File: src/rtl/vga_scanout_reader.sv
`default_nettype none
// ============================================================================
// Module   : vga_scanout_reader
// Purpose  : Read side of a 160x120, 3-bit colour frame buffer. Generates
//            640x480@60 Hz timing from a 50 MHz clock with a 25 MHz pixel
//            tick. Issues one synchronous RAM read per pixel with 4x pixel
//            replication. Drives DAC colour and sync pins with matching
//            pipeline delay.
// Ports    : clock, reset       - 50 MHz clock, synchronous active-high reset
//            rd_addr, rd_en     - frame-buffer read address and strobe
//            rd_data            - RAM data {R,G,B}, valid one clock after rd_en
//            VGA_R/G/B          - 10-bit DAC colour, each bit replicated
//            VGA_HS, VGA_VS     - active-low syncs
//            VGA_BLANK          - high in the visible region only
//            VGA_SYNC           - tied low
//            VGA_CLK            - 25 MHz DAC clock, rising mid-pixel
//            frame_start        - one-clock pulse when the scan is at (0,0)
// Revision : 1.0 - initial release
// ============================================================================
module vga_scanout_reader #(
  parameter int H_VISIBLE   = 640,
  parameter int H_FRONT     = 16,
  parameter int H_SYNC      = 96,
  parameter int H_BACK      = 48,
  parameter int V_VISIBLE   = 480,
  parameter int V_FRONT     = 10,
  parameter int V_SYNC      = 2,
  parameter int V_BACK      = 33,
  parameter int FB_WIDTH    = 160,
  parameter int SCALE_SHIFT = 2
) (
  input  logic        clock,
  input  logic        reset,
  output logic [14:0] rd_addr,
  output logic        rd_en,
  input  logic [2:0]  rd_data,
  output logic [9:0]  VGA_R,
  output logic [9:0]  VGA_G,
  output logic [9:0]  VGA_B,
  output logic        VGA_HS,
  output logic        VGA_VS,
  output logic        VGA_BLANK,
  output logic        VGA_SYNC,
  output logic        VGA_CLK,
  output logic        frame_start
);

  localparam logic [9:0] C_H_VIS   = 10'(H_VISIBLE);
  localparam logic [9:0] C_H_SS    = 10'(H_VISIBLE + H_FRONT);
  localparam logic [9:0] C_H_SE    = 10'(H_VISIBLE + H_FRONT + H_SYNC);
  localparam logic [9:0] C_H_LAST  = 10'(H_VISIBLE + H_FRONT + H_SYNC + H_BACK - 1);
  localparam logic [9:0] C_V_VIS   = 10'(V_VISIBLE);
  localparam logic [9:0] C_V_SS    = 10'(V_VISIBLE + V_FRONT);
  localparam logic [9:0] C_V_SE    = 10'(V_VISIBLE + V_FRONT + V_SYNC);
  localparam logic [9:0] C_V_LAST  = 10'(V_VISIBLE + V_FRONT + V_SYNC + V_BACK - 1);
  // Row stride multiply split into two shifts. FB_WIDTH must be a sum of two
  // powers of two. For 160 this gives 128 + 32, i.e. shifts of 7 and 5.
  localparam int         C_SH_HI   = $clog2(FB_WIDTH) - 1;
  localparam int         C_SH_LO   = $clog2(FB_WIDTH - (1 << C_SH_HI));

  logic        pix_en_q, pix_en_d;
  logic [9:0]  h_cnt_q, h_cnt_d, v_cnt_q, v_cnt_d;
  logic        rd_en_q, rd_en_d;
  logic [14:0] rd_addr_q, rd_addr_d;
  logic        frame_start_q, frame_start_d;
  logic        vis1_q, vis1_d, hs1_q, hs1_d, vs1_q, vs1_d;
  logic [9:0]  r_q, r_d, g_q, g_d, b_q, b_d;
  logic        hs_q, hs_d, vs_q, vs_d, blank_q, blank_d;
  logic        vga_clk_q, vga_clk_d;

  logic        w_h_last, w_v_last, w_vis, w_hs, w_vs, w_origin;
  logic [14:0] w_row, w_col, w_addr;

  assign w_h_last = (h_cnt_q == C_H_LAST);
  assign w_v_last = (v_cnt_q == C_V_LAST);
  assign w_vis    = (h_cnt_q < C_H_VIS) && (v_cnt_q < C_V_VIS);
  assign w_hs     = !((h_cnt_q >= C_H_SS) && (h_cnt_q < C_H_SE));
  assign w_vs     = !((v_cnt_q >= C_V_SS) && (v_cnt_q < C_V_SE));
  assign w_origin = (h_cnt_q == '0) && (v_cnt_q == '0);
  assign w_row    = 15'(v_cnt_q >> SCALE_SHIFT);
  assign w_col    = 15'(h_cnt_q >> SCALE_SHIFT);
  assign w_addr   = (w_row << C_SH_HI) + (w_row << C_SH_LO) + w_col;

  always_comb begin
    pix_en_d      = ~pix_en_q;
    vga_clk_d     = ~pix_en_q;
    h_cnt_d       = h_cnt_q;
    v_cnt_d       = v_cnt_q;
    rd_en_d       = 1'b0;
    rd_addr_d     = rd_addr_q;
    frame_start_d = 1'b0;
    vis1_d        = vis1_q;
    hs1_d         = hs1_q;
    vs1_d         = vs1_q;
    r_d           = r_q;
    g_d           = g_q;
    b_d           = b_q;
    hs_d          = hs_q;
    vs_d          = vs_q;
    blank_d       = blank_q;
    if (pix_en_q) begin
      h_cnt_d = w_h_last ? '0 : h_cnt_q + 10'd1;
      if (w_h_last) begin
        v_cnt_d = w_v_last ? '0 : v_cnt_q + 10'd1;
      end
      // Stage 0: issue the read. The address holds during blanking.
      rd_en_d       = w_vis;
      frame_start_d = w_origin;
      if (w_vis) begin
        rd_addr_d = w_addr;
      end
      vis1_d = w_vis;
      hs1_d  = w_hs;
      vs1_d  = w_vs;
      // Stage 2: RAM data returned on the intervening non-tick clock is
      // aligned with the stage-1 controls captured on the previous tick.
      r_d     = vis1_q ? {10{rd_data[2]}} : '0;
      g_d     = vis1_q ? {10{rd_data[1]}} : '0;
      b_d     = vis1_q ? {10{rd_data[0]}} : '0;
      hs_d    = hs1_q;
      vs_d    = vs1_q;
      blank_d = vis1_q;
    end
  end

  always_ff @(posedge clock) begin
    if (reset) begin
      pix_en_q      <= 1'b0;
      h_cnt_q       <= '0;
      v_cnt_q       <= '0;
      rd_en_q       <= 1'b0;
      rd_addr_q     <= '0;
      frame_start_q <= 1'b0;
      vis1_q        <= 1'b0;
      hs1_q         <= 1'b1;
      vs1_q         <= 1'b1;
      r_q           <= '0;
      g_q           <= '0;
      b_q           <= '0;
      hs_q          <= 1'b1;
      vs_q          <= 1'b1;
      blank_q       <= 1'b0;
      vga_clk_q     <= 1'b0;
    end else begin
      pix_en_q      <= pix_en_d;
      h_cnt_q       <= h_cnt_d;
      v_cnt_q       <= v_cnt_d;
      rd_en_q       <= rd_en_d;
      rd_addr_q     <= rd_addr_d;
      frame_start_q <= frame_start_d;
      vis1_q        <= vis1_d;
      hs1_q         <= hs1_d;
      vs1_q         <= vs1_d;
      r_q           <= r_d;
      g_q           <= g_d;
      b_q           <= b_d;
      hs_q          <= hs_d;
      vs_q          <= vs_d;
      blank_q       <= blank_d;
      vga_clk_q     <= vga_clk_d;
    end
  end

  assign rd_en       = rd_en_q;
  assign rd_addr     = rd_addr_q;
  assign frame_start = frame_start_q;
  assign VGA_R       = r_q;
  assign VGA_G       = g_q;
  assign VGA_B       = b_q;
  assign VGA_HS      = hs_q;
  assign VGA_VS      = vs_q;
  assign VGA_BLANK   = blank_q;
  assign VGA_SYNC    = 1'b0;
  assign VGA_CLK     = vga_clk_q;

endmodule
`default_nettype wire

File: config.mk
export PLATFORM = sky130hd
export DESIGN_NAME = vga_scanout_reader
export DESIGN_NICKNAME = d
export VERILOG_FILES = /design/src/rtl/vga_scanout_reader.sv
export SDC_FILE = /design/constraint.sdc
export NUM_CORES = 1
export LEC_CHECK = 0
export BUFFER_PORTS_ARGS = -buffer_cell sky130_fd_sc_hd__buf_4
export CORE_MARGIN = 10
export CORE_UTILIZATION = 45
export DETAILED_ROUTE_END_ITERATION = 10
export GPL_ROUTABILITY_DRIVEN = 0
export PLACE_DENSITY_LB_ADDON = 0.05
export SLEW_MARGIN = 0
export SYNTH_ARGS = -nofsm -noshare
export SYNTH_HDL_FRONTEND = slang
export SYNTH_SLANG_ARGS = --single-unit
File: constraint.sdc
create_clock -name clock -period 4.7 [get_ports clock]
set_input_delay 0.94 -clock clock [delete_from_list [all_inputs] [get_ports clock]]
set_output_delay 0.94 -clock clock [all_outputs]
set_load 0.05 [all_outputs]
==> flow_metrics.env, run 1 <==
export IMPL_status="finished clean"
export IMPL_p_total_mw=0.8486
export IMPL_synth_flop_cell="dfxtp_1"
export IMPL_nets=357
export IMPL_cts_sinks=47
export IMPL_drv_slew=0
export IMPL_ant_nets=0
export IMPL_cp_max_fo=9
export IMPL_avgSynthCellArea_sq_um=8.654
export IMPL_postCtsSetupBuffers=0
export IMPL_setup_violations=0
export IMPL_synth_nets=339
export IMPL_synthCells=313
export IMPL_grt_total_usage_pct=12.30
export IMPL_rows=28
export IMPL_ys_seq_area_share_pct=34.73
export IMPL_clockBufferDepth=2
export IMPL_drtIter0Drc=93
export IMPL_reg2reg_from="v_cnt_q[2]$_SDFFE_PP0P_"
export IMPL_ys_seq_elements=47
export IMPL_post_route_period_util_pct=54.58
export IMPL_ir_drop_mv=0.1982
export IMPL_worstMarginPinSlew_ns=0.7128
export IMPL_crit_path_start="v_cnt_q[2]$_SDFFE_PP0P_"
export IMPL_antennaDiodeCount=0
export IMPL_dieHeight_um=97.59
export IMPL_grt_ovfl_total=0
export IMPL_io_pins=57
export IMPL_worst_path_buf_inv=0
export IMPL_dp_cells=399
export IMPL_endpoint_kind="flop"
export IMPL_clkLatencyLatePin_ns=0.31
export IMPL_crit_arrival_ns=2.77
export IMPL_vias_per_cell=5.290
export IMPL_largest_reg_flops=15
export IMPL_hp_start="rd_addr[1]$_SDFFE_PP0P_"
export IMPL_vias=2153
export IMPL_crit_path_cell_trace="fa_1 > fa_1 > a21o_1 > a221oi_1 > nor4_1 > a311o_1"
export IMPL_cts_hold_repair_buffers=0
export IMPL_cts_buffers=5
export IMPL_root_buffer="clkbuf_8"
export IMPL_crit_slowest_cell="fa_1"
export IMPL_criticalPathCategory="flop to flop"
export IMPL_synth_yosys_warnings=0
export IMPL_hold_class="flop to flop"
export IMPL_path_clk_slew_ns=0.09
export IMPL_worstPathRequired_ns=4.91
export IMPL_fin_skew_ns=0.008318
export IMPL_dpl_cell_area_sq_um=2918
export IMPL_area_growth_pct=12.61
export IMPL_fin_cells=407
export IMPL_async_flop_share_pct=0
export IMPL_finalHoldViolations=0
export IMPL_max_freq_mhz=389.9
export IMPL_syn_area_sq_um=2709
export IMPL_synth_edf_count=0
export IMPL_p_per_area_nw_per_um2=278.2
export IMPL_drt_total_wl_um=5982
export IMPL_slowest_delay_ns=0.52
export IMPL_cap_violations=0
export IMPL_grt_pass1_vias=2041
export IMPL_cts_tree="done"
export IMPL_r2r_setup_slack_ns=2.13
export IMPL_fin_hold_ws_ns=0.4575
export IMPL_grt_pass1_wl_um=10050
export IMPL_remaining_drc_errors=0
export IMPL_slew_limit_headroom_pct=52.41
export IMPL_die_w_um=97.59
export IMPL_layout_drive_gt1_share_pct=20.48
export IMPL_fin_crit_ns=2.565
export IMPL_dp_hpwl_um=4218
export IMPL_startpoint_type="flop"
export IMPL_antenna_found_initial=0
export IMPL_setup_tns_ns=0
export IMPL_h_tree_depth=2
export IMPL_drt_pass1_iter_count=4
export IMPL_cpMostUsedCell="fa_1"
export IMPL_critical_path_top_delay_family="adder cells"
export IMPL_ys_types=52
export IMPL_port_buffers=55
export IMPL_n_fill_cell=579
export IMPL_cts_resized=0
export IMPL_initial_core_util_pct=46.02
export IMPL_leakage_nw=1.275
export IMPL_coreArea_sq_um=5886
export IMPL_wl_per_cell_um=14.70
export IMPL_fin_area_sq_um=3050
export IMPL_grt_max_degree=57
export IMPL_dieArea_sq_um=9523
export IMPL_rsz0062_at_grt="false"
-- cell usage after synthesis, types with 4 or more instances --
master | count | area share [%]
nand2_1 | 24 | 3.3
and3_1 | 6 | 1.4
clkbuf_1 | 7 | 0.97
and4_1 | 4 | 1.3
o32ai_1 | 4 | 1.3
nand4_1 | 9 | 2.1
ha_1 | 19 | 8.8
buf_4 | 32 | 8.9
nor2b_1 | 4 | 0.92
xnor2_1 | 6 | 1.9
o21ai_0 | 6 | 1.1
a211oi_1 | 4 | 1.1
xor2_1 | 6 | 1.9
a21oi_1 | 25 | 4.6
inv_1 | 10 | 1.4
nor3_1 | 10 | 1.8
nand3_1 | 11 | 2.0
buf_2 | 4 | 0.74
nor2_1 | 16 | 2.2
nand2b_1 | 7 | 1.6
nand3b_1 | 6 | 1.7
dfxtp_1 | 47 | 35
-- area by class of cell --
type	count	area, sq um	share of cell area (%)
Clock inverter	2	60.06	1.969
Sequential cell	47	940.9	30.84
Multi-Input combinational cell	210	1425	46.72
Inverter	12	45.04	1.477
Clock buffer	6	72.57	2.379
Tap cell	75	93.84	3.076
Timing Repair Buffer	55	412.9	13.54
-- stage by stage --
step	util (%)	setup WS [ns]
2_1_floorplan	-	2.332
5_1_grt	51.83	1.971
3_3_place_gp	49.57	2.182
4_1_cts	51.83	2.130
3_5_place_dp	49.57	2.151
6_report	51.83	2.135
-- worst paths after layout --
| path | endpoint | cells past startpoint |
|---|---|---|
| worst max-delay path | rd_addr[12]$_SDFFE_PP0P_ | 6 |
| worst min-delay path | rd_addr[1]$_SDFFE_PP0P_ | 2 |
| worst max register to register | rd_addr[12]$_SDFFE_PP0P_ | 6 |
| worst min register to register | rd_addr[1]$_SDFFE_PP0P_ | 2 |
-- where the power goes --
group	internal, mW	switching [mW]	leakage, nW
Combinational	0.0240	0.0575	0.829
Clock	0.213	0.142	0.0654
Sequential	0.404	0.00859	0.381
-- tightest hold or removal path: cells and delay by family, from the launching register on --
| kind | cells | cell delay (ns) |
|---|---|---|
| DFF | 1 | 0.32 |
| and+or+nand+nor | 1 | 0.05 |
| AOI/OAI and AO/OA | 1 | 0.05 |
-- placed cells by master, fill, tap and decap left out, types with 3 or more instances in the layout --
cell type  count
and3_1         6
nand2b_1       7
nor3_1        10
buf_4         55
a31oi_1        3
xor2_1         6
nand3_1       11
and4_1         4
clkbuf_8       5
a21oi_1       25
nand2_1       24
nand4_1        9
nor2b_1        4
or3_1          3
o211ai_1       3
nand3b_1       6
o21ai_0        6
a211oi_1       4
o32ai_1        4
xnor2_1        6
nor2_1        16
ha_1          19
dfxtp_1       47
inv_1         10
a21o_1         3
mux2i_1        3
-- logic make-up (layout without fill, tap and decap cells) --
logic type / count (synthesis) / in the layout / synth area share, %
muxes: 3 / 3 / 1.109
other: 1 / 1 / 0.1384
AOI/OAI and AO/OA: 60 / 60 / 14.32
adders and majority gates: 21 / 21 / 10.25
and+or+nand+nor: 113 / 113 / 22.91
xor gates and xnor gates: 12 / 12 / 3.880
DFF: 47 / 47 / 34.73
buffers and inverters: 56 / 75 / 12.66
-- metal layers --
metal	global-route usage, %	up-vias	wire (um)
li1	-	1122	-
met1	15.67	985	2910
met2	18.70	37	2689
met3	3.912	9	295
met4	4.810	0	86
met5	0	-	0
(Power assumes the default switching activity.)
==> inputs of run 2 (changes only) <==
==> constraint.sdc (replaced) <==
create_clock -name clock -period 2.2 [get_ports clock]
set_input_delay 0.44 -clock clock [delete_from_list [all_inputs] [get_ports clock]]
set_output_delay 0.44 -clock clock [all_outputs]
set_load 0.05 [all_outputs]
==> flow_metrics.env, run 2 (synthesis gave the netlist of run 1 again) <==
export IMPL_dieHeight_um=97.59
export IMPL_worstMarginPinSlew_ns=0.5450
export IMPL_cts_tree="done"
export IMPL_remaining_drc_errors=0
export IMPL_utilization_pct=54.19
export IMPL_worst_r2r_endpoint="rd_addr[12]$_SDFFE_PP0P_"
export IMPL_post_route_period_util_pct=96.98
export IMPL_grt_pass1_wl_um=10100
export IMPL_vias_per_cell=5.195
export IMPL_grt_total_usage_pct=12.27
export IMPL_p_per_area_nw_per_um2=498.8
export IMPL_fin_crit_ns=2.133
export IMPL_startpoint_type="flop"
export IMPL_drtIter0Drc=62
export IMPL_critPathCapture="rd_addr[12]$_SDFFE_PP0P_"
export IMPL_crit_path_start="h_cnt_q[8]$_SDFFE_PP0P_"
export IMPL_fin_cells=425
export IMPL_dr_wl_met2_um=2696
export IMPL_slowest_delay_ns=0.36
export IMPL_antennaDiodeCount=0
export IMPL_dieArea_sq_um=9523
export IMPL_wl_per_cell_um=14.61
export IMPL_crit_path_cell_trace="ha_1 > ha_4 > fa_2 > a21o_1 > a221oi_2 > nor4_1 > a311o_1"
export IMPL_dp_hpwl_um=4543
export IMPL_finalHoldViolations=0
export IMPL_hold_class="input pin to flop"
export IMPL_cp_max_fo=3
export IMPL_max_freq_mhz=468.7
export IMPL_path_clk_slew_ns=0.10
export IMPL_critical_path_top_delay_family="adder cells"
export IMPL_nets=375
export IMPL_largest_reg_flops=15
export IMPL_port_buffers=55
export IMPL_n_fill_cell=593
export IMPL_coreArea_sq_um=5886
export IMPL_endpoint_kind="flop"
export IMPL_grt_pass1_vias=2034
export IMPL_r2r_setup_slack_ns=0.07
export IMPL_dpl_cell_area_sq_um=3065
export IMPL_cts_sinks=47
export IMPL_clockBufferDepth=2
export IMPL_fin_skew_ns=0.008499
export IMPL_reg2reg_from="h_cnt_q[8]$_SDFFE_PP0P_"
export IMPL_root_buffer="clkbuf_8"
export IMPL_drt_pass1_iter_count=4
export IMPL_crit_cells=7
export IMPL_cts_buffers=5
export IMPL_drv_slew=0
export IMPL_h_tree_depth=2
export IMPL_layout_drive_gt1_share_pct=27.71
export IMPL_grt_ovfl_total=0
export IMPL_initial_core_util_pct=46.02
export IMPL_m1WireLength_um=3123
export IMPL_postCtsSetupBuffers=0
export IMPL_cap_violations=0
export IMPL_io_pins=57
export IMPL_leakage_nw=1.335
export IMPL_die_w_um=97.59
export IMPL_layout_commonest_cell="buf_4"
export IMPL_crit_arrival_ns=2.32
export IMPL_final_cell_mix="buf_4, dfxtp_1, a21oi_1"
export IMPL_vias=2208
export IMPL_worst_path_buf_inv=0
export IMPL_clkLatencyLatePin_ns=0.30
export IMPL_worstPathRequired_ns=2.39
export IMPL_dp_cells=417
export IMPL_antenna_found_initial=0
export IMPL_slew_limit_headroom_pct=63.67
export IMPL_rows=28
export IMPL_fin_hold_ws_ns=0.4202
export IMPL_highest_layer="met4"
export IMPL_area_growth_pct=17.74
export IMPL_cts_hold_repair_buffers=0
export IMPL_reg2reg_depth=7
export IMPL_setup_tns_ns=0
export IMPL_grt_max_degree=57
export IMPL_hp_start="rd_data[1]"
export IMPL_ant_nets=0
export IMPL_crit_slowest_cell="fa_2"
export IMPL_setup_violations=0
export IMPL_wl_met3_um=357
export IMPL_status="finished clean"
export IMPL_drt_total_wl_um=6210
export IMPL_fin_area_sq_um=3189
export IMPL_criticalPathCategory="flop to flop"
export IMPL_ir_drop_mv=0.2984
-- run 2: worst min-delay path by stage --
stage               cells past startpoint                 endpoint
floorplan                               1      VGA_HS$_SDFFE_PP1P_
global placement                        2  rd_addr[0]$_SDFFE_PP0P_
detailed placement                      2  rd_addr[5]$_SDFFE_PP0P_
CTS                                     3    VGA_G[8]$_SDFFE_PP0P_
global route                            3    VGA_R[8]$_SDFFE_PP0P_
finish                                  3    VGA_G[8]$_SDFFE_PP0P_
-- run 2: power by group --
part,leakage (nW),internal (mW),switching [mW]
clock,0.0402,0.222,0.309
sequential,0.382,0.863,0.0121
combinational,0.913,0.0541,0.131
-- run 2: what timing repair did --
item                                    4_1_cts  5_1_grt
endpoints found under the setup margin        3        3
gates cloned                                  0        0
gates resized for setup                       1        5
pin swaps                                     3        5
-- run 2: layout make-up --
cell class,count,area [sq um],area share (%)
clock inverters,3,20.02,0.6277
inverters,12,45.04,1.412
flip-flops and latches,47,944.7,29.62
multi-input cells,210,1469,46.06
well taps,75,93.84,2.942
repair buffers,73,548.0,17.18
clock buffers,5,68.82,2.158
-- run 2: layer usage --
metal,global-route usage [%],up-vias
li1,-,1159
met1,16.46,1000
met2,18.19,47
met3,4.267,2
met4,3.020,0
met5,0,-
-- run 2: through the flow --
step / power, mW / worst slack, ns
after floorplan: 1.045 / 0.006470
after global placement: 1.082 / -0.005246
after detailed placement: 1.083 / -0.01682
after CTS: 1.619 / 0.02565
after global routing: 1.658 / -0.01006
final: 1.591 / 0.06655
-- run 2: tightest hold or removal path, stage by stage --
cell and delay, ns:
buf_4 0.10, nand3_1 0.07, a21oi_1 0.06
